[src/rtl/onehot_rr_arbiter.sv]
// onehot_rr_arbiter: round-robin valid/ready arbiter with a one-hot grant,
// an AND-OR data mux and one registered output stage.
// Optional feature macro: ARB_PACKET_LOCK_EN (hold the grant until i_last).
module onehot_rr_arbiter #(
    parameter int CHANNELS = 2,
    parameter int WIDTH    = 8
) (
    input  logic                      clk,
    input  logic                      rst_n,
    input  logic [CHANNELS-1:0]       i_valid,
    input  logic [CHANNELS*WIDTH-1:0] i_data,
`ifdef ARB_PACKET_LOCK_EN
    input  logic [CHANNELS-1:0]       i_last,
`endif
    output logic [CHANNELS-1:0]       i_ready,
    output logic                      o_valid,
    output logic [WIDTH-1:0]          o_data,
    output logic [CHANNELS-1:0]       o_grant,
    input  logic                      o_ready
);

    localparam int PW = (CHANNELS > 1) ? $clog2(CHANNELS) : 1;
    localparam logic [PW-1:0] LAST_IDX = PW'(CHANNELS - 1);

    logic [PW-1:0]       ptr_q, ptr_d;
    logic                o_valid_q, o_valid_d;
    logic [WIDTH-1:0]    o_data_q, o_data_d;
    logic [CHANNELS-1:0] o_grant_q, o_grant_d;

    logic                load;
    logic [CHANNELS-1:0] hi_mask;
    logic [CHANNELS-1:0] req_hi;
    logic [CHANNELS-1:0] gnt_rr;
    logic [CHANNELS-1:0] gnt;
    logic [PW-1:0]       gnt_idx;
    logic [PW-1:0]       ptr_adv;
    logic [WIDTH-1:0]    mux_data;

    // Lowest set bit of a request vector, as a one-hot vector.
    function automatic logic [CHANNELS-1:0] first_set(
        input logic [CHANNELS-1:0] v
    );
        logic [CHANNELS-1:0] r;
        logic                seen;
        r    = '0;
        seen = 1'b0;
        for (int k = 0; k < CHANNELS; k++) begin
            if (v[k] && !seen) begin
                r[k] = 1'b1;
                seen = 1'b1;
            end
        end
        return r;
    endfunction

    // Binary index of a one-hot vector (zero when the vector is zero).
    function automatic logic [PW-1:0] onehot_to_idx(
        input logic [CHANNELS-1:0] oh
    );
        logic [PW-1:0] r;
        r = '0;
        for (int k = 0; k < CHANNELS; k++) begin
            if (oh[k]) r = r | PW'(k);
        end
        return r;
    endfunction

    // Channels at or above the pointer are searched first, then the wrap.
    always_comb begin
        hi_mask = '0;
        for (int k = 0; k < CHANNELS; k++) begin
            hi_mask[k] = (PW'(k) >= ptr_q);
        end
    end

    assign req_hi = i_valid & hi_mask;
    assign gnt_rr = (|req_hi) ? first_set(req_hi) : first_set(i_valid);

`ifdef ARB_PACKET_LOCK_EN
    logic                lock_q, lock_d;
    logic [CHANNELS-1:0] ptr_oh;
    logic                gnt_last;

    // Decode the frozen pointer so a locked packet keeps its channel.
    always_comb begin
        ptr_oh = '0;
        for (int k = 0; k < CHANNELS; k++) begin
            ptr_oh[k] = (PW'(k) == ptr_q);
        end
    end

    assign gnt      = lock_q ? (i_valid & ptr_oh) : gnt_rr;
    assign gnt_last = |(i_last & gnt);
`else
    assign gnt = gnt_rr;
`endif

    assign load    = ~o_valid_q | o_ready;
    assign i_ready = gnt & {CHANNELS{load & rst_n}};
    assign gnt_idx = onehot_to_idx(gnt);
    assign ptr_adv = (gnt_idx == LAST_IDX) ? '0 : gnt_idx + 1'b1;

    // AND-OR one-hot mux of the granted word.
    always_comb begin
        mux_data = '0;
        for (int k = 0; k < CHANNELS; k++) begin
            mux_data = mux_data
                     | (i_data[k*WIDTH +: WIDTH] & {WIDTH{gnt[k]}});
        end
    end

    // Next state: refill on a grant, drain when nothing is granted.
    always_comb begin
        o_valid_d = o_valid_q;
        o_data_d  = o_data_q;
        o_grant_d = o_grant_q;
        ptr_d     = ptr_q;
`ifdef ARB_PACKET_LOCK_EN
        lock_d    = lock_q;
`endif
        if (load) begin
            o_valid_d = |gnt;
            if (|gnt) begin
                o_data_d  = mux_data;
                o_grant_d = gnt;
                ptr_d     = ptr_adv;
`ifdef ARB_PACKET_LOCK_EN
                if (!gnt_last) begin
                    lock_d = 1'b1;
                    ptr_d  = gnt_idx;
                end else begin
                    lock_d = 1'b0;
                end
`endif
            end
        end
    end

    // Output stage and arbitration pointer.
    always_ff @(posedge clk or negedge rst_n) begin
        if (!rst_n) begin
            o_valid_q <= 1'b0;
            o_data_q  <= '0;
            o_grant_q <= '0;
            ptr_q     <= '0;
        end else begin
            o_valid_q <= o_valid_d;
            o_data_q  <= o_data_d;
            o_grant_q <= o_grant_d;
            ptr_q     <= ptr_d;
        end
    end

`ifdef ARB_PACKET_LOCK_EN
    // Packet lock flag.
    always_ff @(posedge clk or negedge rst_n) begin
        if (!rst_n) begin
            lock_q <= 1'b0;
        end else begin
            lock_q <= lock_d;
        end
    end
`endif

    assign o_valid = o_valid_q;
    assign o_data  = o_data_q;
    assign o_grant = o_grant_q;

endmodule

[config.mk]
export PLATFORM = sky130hd
export DESIGN_NAME = onehot_rr_arbiter
export DESIGN_NICKNAME = d
export VERILOG_FILES = /design/src/rtl/onehot_rr_arbiter.sv
export SDC_FILE = /design/constraint.sdc
export NUM_CORES = 1
export LEC_CHECK = 0
export CAP_MARGIN = 20
export CORE_MARGIN = 1.5
export CORE_UTILIZATION = 41
export CTS_BUF_LIST = sky130_fd_sc_hd__clkbuf_4
export DETAILED_ROUTE_END_ITERATION = 6
export PLACE_DENSITY_LB_ADDON = 0.12
export SLEW_MARGIN = 30
export SYNTH_ARGS = -nofsm -noshare
export SYNTH_HDL_FRONTEND = slang
export SYNTH_SLANG_ARGS = --single-unit
[constraint.sdc]
create_clock -name clk -period 2 [get_ports clk]
set_clock_uncertainty 0.1 [all_clocks]
set_input_delay 0.2 -clock clk [delete_from_list [all_inputs] [get_ports clk]]
set_output_delay 0.2 -clock clk [all_outputs]
set_load 0.03 [all_outputs]
# After elaboration in Yosys (flattened, before gate mapping)
# Index checks and enable logic that the tools add are counted.
# word_totals
ff_bits	12
word_cells	29
# op_classes
addsub	1
magnitude_cmp	2
n_mux	7
bitwise_logic	8
n_reduce_logical	7
# op_table
operator	n
$and 8x8->8	2
$or 8x8->8	1
$mux 1	6
$and 2x2->2	2
$reduce_or 2->1	2
$ge 1x1->1 const A	2
$logic_and 1x1->1	2
$logic_not 1->1	2
$mux 2	1
$reduce_and 2->1	1
$add 1x1->1 const B	1
$and 1x1->1	1
$not 1->1	1
$or 1x1->1	1

# Depth between registers and ports, before layout
# Gate-level depths: netlist of the first run.
# depth
depth_word	10
ltp_mapped	5
mapped_depth_nobuf	3

# Worst setup path after synthesis of the first run
# OpenSTA, ideal clock, no wires.
# synth_path
path_type	register to output
startpoint	register ptr_q
endpoint	output i_ready[1]
t_arrival_ns	1.124
required_ns	1.700
slack_ns	0.576
stages_incl_launch_ff	4
cell_sequence	dfrtp_1 -> nand2b_1 -> clkbuf_1 -> and4_1
# synth_between
elab_chain_cells	8
# synth_rtl
item	line_no	source
start: declaration	25	logic [PW-1:0] ptr_q, ptr_d;
start signal: assignment	150	ptr_q <= ptr_d;
$ge 1x1->1	72	hi_mask[k] = (PW'(k) >= ptr_q);
$and 2x2->2 *	76	assign req_hi = i_valid & hi_mask;
$mux 1	48	if (v[k] && !seen) begin
$logic_not 1->1	48	
$logic_and 1x1->1	48	
$mux 1	48	
$mux 2 *	77	assign gnt_rr = (|req_hi) ? first_set(req_hi) : first_set(i_valid);
$and 2x2->2 *	99	assign i_ready = gnt & {CHANNELS{load & rst_n}};
end: declaration	15	output logic [CHANNELS-1:0] i_ready,
# Every way passes the cells marked *; elsewhere a longest branch is shown, timed or not.

# Worst setup path in the final report of the first run
# Same ends and word-level chain as after synthesis.

==> impl_metrics.prom, run 1 <==
# TYPE chip_impl_metric gauge
chip_impl_info{name="run_status",value="finished clean"} 1
chip_impl_metric{name="num-fill-cells",unit=""} 112
chip_impl_metric{name="synth-edff-count",unit=""} 0
chip_impl_info{name="netlist_top_cells_area",value="dfrtp_1 51%, a21oi_1 15%, a32oi_1 12%"} 1
chip_impl_metric{name="rows",unit=""} 13
chip_impl_metric{name="drive_gt1_share",unit="%"} 10.99
chip_impl_metric{name="critPathMaxStageDelay",unit="ns"} 0.40
chip_impl_info{name="timing.critical_path.from_type",value="register"} 1
chip_impl_metric{name="worst_ep_arrival_time",unit="ns"} 1.45
chip_impl_metric{name="drt-initial-drc-count",unit=""} 11
chip_impl_metric{name="design.die.area",unit="sq um"} 1667
chip_impl_metric{name="initial_core_utilization",unit="%"} 44.54
chip_impl_info{name="r2r_end",value="o_data[2]"} 1
chip_impl_metric{name="clkTransAtPathRegs",unit="ns"} 0.08
chip_impl_info{name="worst_setup_path_startpoint",value="ptr_q"} 1
chip_impl_metric{name="avgSynthCellArea",unit="sq um"} 10.29
chip_impl_metric{name="critical_path_fanout_max",unit=""} 11
chip_impl_info{name="critical_path_class",value="register to primary output"} 1
chip_impl_metric{name="worstMarginPinSlew",unit="ns"} 0.3935
chip_impl_metric{name="timing.critical_path.buf_inv",unit=""} 1
chip_impl_info{name="worstSetupEndpointType",value="primary output"} 1
chip_impl_metric{name="htreeDepth",unit=""} 1
chip_impl_metric{name="drcViolationCount",unit=""} 0
chip_impl_info{name="crit_slowest_cell",value="dfrtp_1"} 1
chip_impl_info{name="timing.hold.worst.class",value="input pin to async pin"} 1
chip_impl_metric{name="grt_pass1_vias",unit=""} 508
chip_impl_metric{name="antenna_cells_inserted",unit=""} 0
chip_impl_metric{name="synth_cells",unit=""} 57
chip_impl_metric{name="pwr_density_cell",unit="nW/um^2"} 812.0
chip_impl_metric{name="syn_warnings",unit=""} 0
chip_impl_metric{name="power.clock.fraction",unit="%"} 20.4
chip_impl_metric{name="cell_internal_pwr",unit="uW"} 496.7
chip_impl_metric{name="setup_violators_final",unit=""} 0
chip_impl_metric{name="crit_cells",unit=""} 3
chip_impl_info{name="synth_commonest_cells",value="18 x a21oi_1, 12 x dfrtp_1, 8 x a32oi_1"} 1
chip_impl_metric{name="power.share.switching",unit="%"} 35.17
chip_impl_metric{name="overflow_left_after_global_routing",unit=""} 0
chip_impl_info{name="ys.flop_type",value="dfrtp_1"} 1
chip_impl_metric{name="post-dp-hpwl",unit="um"} 1152
chip_impl_metric{name="overall_fraction_of_global_route_tracks_in_use",unit="%"} 21.83
chip_impl_metric{name="drt.antenna.violating_nets",unit=""} 0
chip_impl_metric{name="period_share",unit="%"} 87.71
chip_impl_metric{name="vias",unit=""} 597
chip_impl_metric{name="hold_buffers",unit=""} 0
chip_impl_info{name="cp-endpoint",value="i_ready[1]"} 1
chip_impl_info{name="worstReg2RegStart",value="o_valid"} 1
chip_impl_metric{name="max_slew_margin",unit="%"} 73.77
chip_impl_metric{name="avgRoutedWirePerCell",unit="um"} 15.07
chip_impl_metric{name="grt_start_max_net_pins",unit=""} 12
chip_impl_metric{name="synthesis.area",unit="sq um"} 586.8
chip_impl_metric{name="grt_pass1_wl",unit="um"} 2325
chip_impl_metric{name="timing_hold_violations_final",unit=""} 0
chip_impl_metric{name="timing.max_cap.violations",unit=""} 0
chip_impl_metric{name="finish.net_count",unit=""} 113
chip_impl_metric{name="synthArstFlopShare",unit="%"} 100.0
chip_impl_metric{name="maxClockFrequency",unit="MHz"} 570.1
chip_impl_metric{name="dieWidth",unit="um"} 40.83
chip_impl_metric{name="sequential_cell_area",unit="sq um"} 300.3
chip_impl_metric{name="worstRegToRegCells",unit=""} 4
chip_impl_metric{name="worstSkewPairLatency",unit="ns"} 0.27
chip_impl_metric{name="static_leakage_power",unit="uW"} 0.0003735
chip_impl_metric{name="whs",unit="ns"} 0.07479
chip_impl_info{name="worstPathCellList",value="nand2b_1, and4_1, buf_4"} 1
chip_impl_metric{name="boundaryPins",unit=""} 34
chip_impl_metric{name="vias_per_cell",unit=""} 5.632
chip_impl_metric{name="placement.io_buffers",unit=""} 33
chip_impl_metric{name="drt_total_wl",unit="um"} 1597
chip_impl_metric{name="postSynthNetCount",unit=""} 78
chip_impl_metric{name="multi_input_comb_area",unit="sq um"} 242.7
chip_impl_metric{name="numCtsBuffers",unit=""} 3
chip_impl_metric{name="p_seq_share",unit="%"} 40.1
chip_impl_info{name="cpLargestDelayFamily",value="simple AND/OR/NAND/NOR gates"} 1
chip_impl_metric{name="layout_min_cycle_time",unit="ns"} 1.754
chip_impl_metric{name="cp.required",unit="ns"} 1.70
chip_impl_metric{name="final_slew_violations",unit=""} 0
chip_impl_metric{name="gp_congestion",unit=""} 0.7031
chip_impl_metric{name="core_area",unit="sq um"} 1318
chip_impl_metric{name="number_of_antenna_violations_at_the_first_check_in_global_routing",unit=""} 0
chip_impl_metric{name="fin_tns_setup",unit="ns"} 0
chip_impl_metric{name="die_y",unit="um"} 40.83
chip_impl_metric{name="postSynthRegisterBits",unit=""} 12
chip_impl_metric{name="power.share.combinational",unit="%"} 39.6
chip_impl_metric{name="p_sw",unit="uW"} 269.4
chip_impl_info{name="grt_setup_unrepaired",value="false"} 1
chip_impl_metric{name="share_of_the_synthesized_area_in_the_top_cell_type",unit="%"} 51.17
chip_impl_metric{name="area_growth",unit="%"} 60.77
chip_impl_info{name="cts_tree",value="done"} 1
chip_impl_metric{name="synth_seq_area_share",unit="%"} 51.17
chip_impl_metric{name="post_cts_buffers",unit=""} 0
chip_impl_metric{name="cts.path.max_buffers",unit=""} 2
chip_impl_info{name="cts_root_buf",value="clkbuf_4"} 1
chip_impl_metric{name="post_synth_num_cell_types",unit=""} 15
chip_impl_metric{name="power.ir.vdd_worst",unit="V"} 0.0004701
chip_impl_metric{name="router_iterations_before_antenna_repair",unit=""} 4
chip_impl_metric{name="ff2ff_setup_slack",unit="ns"} 0.62
chip_impl_info{name="synth_largest_area_cell",value="dfrtp_1"} 1
chip_impl_info{name="yosys.cell_count.top_type",value="a21oi_1"} 1
chip_impl_metric{name="clkSinkCount",unit=""} 12
chip_impl_metric{name="cts_repair_resize_count",unit=""} 0
## layout by cell type (no fill, tap or decap)
cell type / synthesis / layout
clkbuf_4: 0 / 3
and2_4: 1 / 1
nand2_1: 1 / 1
a32o_1: 1 / 1
dfrtp_1: 12 / 12
a21boi_0: 1 / 1
and4_1: 1 / 1
nand2b_1: 3 / 3
clkinv_1: 0 / 1
and3_1: 1 / 1
a21oi_1: 18 / 18
a32oi_1: 8 / 8
buf_4: 0 / 6
clkdlybuf4s50_1: 0 / 31
a31oi_1: 2 / 2
or2_1: 1 / 1
## worst min path at each step
stage / start / endpoint / slack (ns) / cells past startpoint
3_5_place_dp: rst_n / o_grant[0] / 0.38 / 1
4_1_cts: rst_n / o_grant[0] / 0.08 / 1
6_report: rst_n / o_grant[0] / 0.07 / 1
3_3_place_gp: rst_n / o_grant[0] / 0.38 / 1
2_1_floorplan: rst_n / o_data[0] / -0.20 / 0
5_1_grt: rst_n / o_grant[0] / 0.09 / 1
## per-stage QoR
stage	area [sq um]	util (%)	total power, uW	std cells	setup slack, ns
floorplan	586.8	-	474.2	57	0.5764
global placement	917.1	69.61	610.5	102	0.2863
detailed placement	917.1	69.61	614.8	102	0.2762
CTS	943.4	71.60	772.0	106	0.2442
global route	943.4	71.60	805.6	106	0.1727
finish	943.4	71.60	766.0	106	0.2458
## per-layer routing
metal  track usage, %  vias up  part of all wire [%]
met5                0        -                     0
met4            10.00        0                  0.94
met3            3.261        2                   6.1
met2            32.81       26                    48
met1            30.58      282                    45
li1                 -      287                     -
## worst reg2reg max path, cell delays in order (launching register included)
cell and delay (ns):
dfrtp_1 0.38, nand2b_1 0.28, buf_4 0.23, and2_4 0.20
a21oi_1 0.08
## state kept, by name (all words and copies together) (netlist names)
signal and count:
o_grant 2, o_data 8, o_valid 1, ptr_q 1
## layout make-up
cell class,instances,share of cell area (%)
Timing Repair Buffer,37,37.67
Sequential cell,12,31.83
Multi-Input combinational cell,38,25.73
Clock buffer,3,2.387
Tap cell,15,1.989
Clock inverter,1,0.3979
## power by group through the flow
| stage | clock [uW] | combinational [uW] | sequential [uW] |
|---|---|---|---|
| 4_1_cts | 160 | 305 | 307 |
| 3_3_place_gp | 0 | 300 | 310 |
| 2_1_floorplan | 0 | 90.6 | 384 |
| 5_1_grt | 171 | 324 | 311 |
| 6_report | 156 | 303 | 307 |
| 3_5_place_dp | 0 | 304 | 311 |
## logic make-up (layout without fill, tap and decap cells)
logic type      after synthesis  count (layout)  synth area share (%)
buf+inv                       7              41                 7.462
flops                        12              12                 51.17
simple gates                  8               8                 8.957
compound gates               30              30                 32.41
(Power assumes the default switching activity.)
==> run 2: changes to the inputs <==
--- a/config.mk
+++ b/config.mk
@@ -10,6 +10,7 @@
 export CORE_UTILIZATION = 41
 export CTS_BUF_LIST = sky130_fd_sc_hd__clkbuf_4
 export DETAILED_ROUTE_END_ITERATION = 6
+export GPL_ROUTABILITY_DRIVEN = 1
 export PLACE_DENSITY_LB_ADDON = 0.12
 export SLEW_MARGIN = 30
 export SYNTH_ARGS = -nofsm -noshare
==> results of run 2 <==
Final layout, timing and power as in run 1 (identical DEF).
==> run 3: changes to the inputs <==
--- a/config.mk
+++ b/config.mk
@@ -11,7 +11,7 @@
 export CTS_BUF_LIST = sky130_fd_sc_hd__clkbuf_4
 export DETAILED_ROUTE_END_ITERATION = 6
 export GPL_ROUTABILITY_DRIVEN = 1
-export PLACE_DENSITY_LB_ADDON = 0.12
+export PLACE_DENSITY_LB_ADDON = 0.3
 export SLEW_MARGIN = 30
 export SYNTH_ARGS = -nofsm -noshare
 export SYNTH_HDL_FRONTEND = slang
==> run 3 against run 2 <==
Combinational power barely moved. Sequential share of layout area did not move. Critical path depth did not move. Largest cell class unchanged. Count of clock-buffer cells in the layout did not move. Sequential power barely moved. Sequential cell count did not move. Non-clock buffer count did not move. Worst setup slack improved by 0.019 ns. Highest routed layer is now met3. Die area did not move. Final cell count did not move. Utilization did not move. Clock power fell by 6%.
==> impl_metrics.prom, run 3 (synthesis results as in run 1) <==
# TYPE chip_impl_metric gauge
chip_impl_metric{name="power.share.switching",unit="%"} 34.33
chip_impl_metric{name="post_cts_buffers",unit=""} 0
chip_impl_metric{name="antenna_cells_inserted",unit=""} 0
chip_impl_info{name="worstSetupEndpointType",value="primary output"} 1
chip_impl_info{name="mostFrequentLayoutCell",value="clkdlybuf4s50_1"} 1
chip_impl_metric{name="drt-initial-drc-count",unit=""} 29
chip_impl_info{name="layout.cells.most_common_list",value="31 x clkdlybuf4s50_1, 18 x a21oi_1, 12 x dfrtp_1"} 1
chip_impl_metric{name="num-fill-cells",unit=""} 109
chip_impl_metric{name="final_slew_violations",unit=""} 0
chip_impl_metric{name="htreeDepth",unit=""} 1
chip_impl_metric{name="area_growth",unit="%"} 60.77
chip_impl_metric{name="vias_per_cell",unit=""} 5.519
chip_impl_metric{name="core_area",unit="sq um"} 1318
chip_impl_metric{name="maxClockFrequency",unit="MHz"} 576.3
chip_impl_metric{name="worst_ep_arrival_time",unit="ns"} 1.44
chip_impl_metric{name="boundaryPins",unit=""} 34
chip_impl_metric{name="vias",unit=""} 585
chip_impl_metric{name="post-dp-hpwl",unit="um"} 1122
chip_impl_metric{name="overall_fraction_of_global_route_tracks_in_use",unit="%"} 18.95
chip_impl_metric{name="finish.net_count",unit=""} 113
chip_impl_metric{name="placed_cell_area",unit="sq um"} 917.1
chip_impl_metric{name="static_leakage_power",unit="uW"} 0.0003735
chip_impl_metric{name="gp_congestion",unit=""} 0.7548
chip_impl_metric{name="grt_pass1_wl",unit="um"} 2063
chip_impl_metric{name="design_area",unit="sq um"} 943.4
chip_impl_metric{name="overflow_left_after_global_routing",unit=""} 0
chip_impl_metric{name="p_sw",unit="uW"} 259.5
chip_impl_metric{name="cts.path.max_buffers",unit=""} 2
chip_impl_info{name="crit_slowest_cell",value="dfrtp_1"} 1
chip_impl_metric{name="drt.antenna.violating_nets",unit=""} 0
chip_impl_metric{name="flip_flop_count_of_the_largest_register_after_layout",unit=""} 8
chip_impl_metric{name="setup_violators_final",unit=""} 0
chip_impl_metric{name="cell_internal_pwr",unit="uW"} 496.5
chip_impl_metric{name="layout_min_cycle_time",unit="ns"} 1.735
chip_impl_metric{name="grt_start_max_net_pins",unit=""} 13
chip_impl_info{name="critical_path_class",value="register to primary output"} 1
chip_impl_metric{name="drive_gt1_share",unit="%"} 10.99
chip_impl_metric{name="clkSinkCount",unit=""} 12
chip_impl_info{name="run_status",value="finished clean"} 1
chip_impl_metric{name="critical_path_fanout_max",unit=""} 11
chip_impl_metric{name="period_share",unit="%"} 86.76
chip_impl_metric{name="critPathMaxStageDelay",unit="ns"} 0.41
chip_impl_metric{name="drcViolationCount",unit=""} 0
chip_impl_metric{name="hold_buffers",unit=""} 0
chip_impl_metric{name="ff2ff_setup_slack",unit="ns"} 0.68
chip_impl_metric{name="max_slew_margin",unit="%"} 74.69
chip_impl_metric{name="design.die.area",unit="sq um"} 1667
chip_impl_info{name="cts_tree",value="done"} 1
chip_impl_metric{name="initial_core_utilization",unit="%"} 44.54
chip_impl_metric{name="power.ir.vdd_worst",unit="V"} 0.0004605
chip_impl_metric{name="sequential_cell_area",unit="sq um"} 300.3
chip_impl_metric{name="timing.critical_path.buf_inv",unit=""} 1
chip_impl_metric{name="placement.io_buffers",unit=""} 33
chip_impl_metric{name="power.clock.fraction",unit="%"} 19.5
chip_impl_info{name="worstPathCellList",value="nand2b_1, and4_1, buf_4"} 1
chip_impl_metric{name="router_iterations_before_antenna_repair",unit=""} 4
chip_impl_metric{name="worstSkewPairLatency",unit="ns"} 0.26
chip_impl_metric{name="numCtsBuffers",unit=""} 3
chip_impl_metric{name="cts_repair_resize_count",unit=""} 0
chip_impl_info{name="worstReg2RegStart",value="ptr_q"} 1
chip_impl_info{name="timing.critical_path.from_type",value="register"} 1
chip_impl_info{name="cts_root_buf",value="clkbuf_4"} 1
chip_impl_metric{name="dieWidth",unit="um"} 40.83
chip_impl_metric{name="avgRoutedWirePerCell",unit="um"} 13.97
chip_impl_metric{name="rows",unit=""} 13
chip_impl_metric{name="timing_hold_violations_final",unit=""} 0
chip_impl_metric{name="power.share.combinational",unit="%"} 39.9
chip_impl_metric{name="timing.max_cap.violations",unit=""} 0
chip_impl_metric{name="worstRegToRegCells",unit=""} 3
chip_impl_metric{name="multi_input_comb_area",unit="sq um"} 242.7
chip_impl_info{name="timing.hold.worst.class",value="input pin to async pin"} 1
chip_impl_metric{name="pwr_density_cell",unit="nW/um^2"} 801.3
chip_impl_metric{name="drt_total_wl",unit="um"} 1481
chip_impl_metric{name="p_seq_share",unit="%"} 40.6
chip_impl_metric{name="number_of_antenna_violations_at_the_first_check_in_global_routing",unit=""} 0
chip_impl_metric{name="worstMarginPinSlew",unit="ns"} 0.3796
chip_impl_info{name="cpLargestDelayFamily",value="simple AND/OR/NAND/NOR gates"} 1
chip_impl_metric{name="fin_tns_setup",unit="ns"} 0
chip_impl_info{name="grt_setup_unrepaired",value="false"} 1
chip_impl_metric{name="grt_pass1_vias",unit=""} 469
chip_impl_metric{name="die_y",unit="um"} 40.83
chip_impl_metric{name="clkTransAtPathRegs",unit="ns"} 0.08
chip_impl_info{name="r2r_end",value="o_data[3]"} 1
chip_impl_metric{name="cp.required",unit="ns"} 1.70
==> run 3: cell counts in the layout (fill, tap and decap cells not counted) <==
Identical to the previous run, type by type.
==> run 3: worst max path at each step <==
| stage | start | slack, ns | cells past startpoint | endpoint |
|---|---|---|---|---|
| detailed placement | i_valid[0] | 0.30 | 4 | i_ready[1] |
| global route | ptr_q | 0.18 | 3 | i_ready[1] |
| CTS | ptr_q | 0.26 | 3 | i_ready[1] |
| floorplan | ptr_q | 0.58 | 3 | i_ready[1] |
| finish | ptr_q | 0.26 | 3 | i_ready[1] |
| global placement | i_valid[0] | 0.32 | 4 | i_ready[1] |
==> run 3: area by class of cell <==
type                            instances  area share, %
Multi-Input combinational cell         38          25.73
Clock buffer                            3          2.387
Timing Repair Buffer                   37          37.67
Sequential cell                        12          31.83
Tap cell                               15          1.989
Clock inverter                          1         0.3979
==> run 3: worst reg2reg max path, stage by stage, from the launching register on <==
cell and delay (ns):
dfrtp_1 0.41, nand2b_1 0.32, a32oi_1 0.29, a21oi_1 0.10
==> run 3: metrics by stage <==
stage               utilization [%]  power [uW]  hold WS [ns]  instances  setup slack (ns)
floorplan                         -       474.2       -0.1956         57            0.5764
CTS                           71.60       761.7        0.1064        106            0.2565
global route                  71.60       792.6        0.1123        106            0.1759
global placement              69.61       609.2        0.3799        102            0.3244
finish                        71.60       756.0        0.1001        106            0.2649
detailed placement            69.61       613.3        0.3870        102            0.2998
==> run 3: routing by layer <==
metal / share of wire [%] / up-vias / track usage [%] / wire, um
li1: - / 290 / - / -
met5: 0 / - / 0 / 0
met2: 48 / 28 / 29.69 / 718
met3: 7.0 / 0 / 3.261 / 104
met4: 0 / 0 / 5.000 / 0
met1: 44 / 267 / 26.71 / 658
==> run 3: power by group through the flow <==
stage,Sequential (uW),Combinational (uW),Clock (uW)
global route,311,322,160
global placement,309,300,0
finish,307,302,147
CTS,307,304,151
floorplan,384,90.6,0
detailed placement,312,302,0
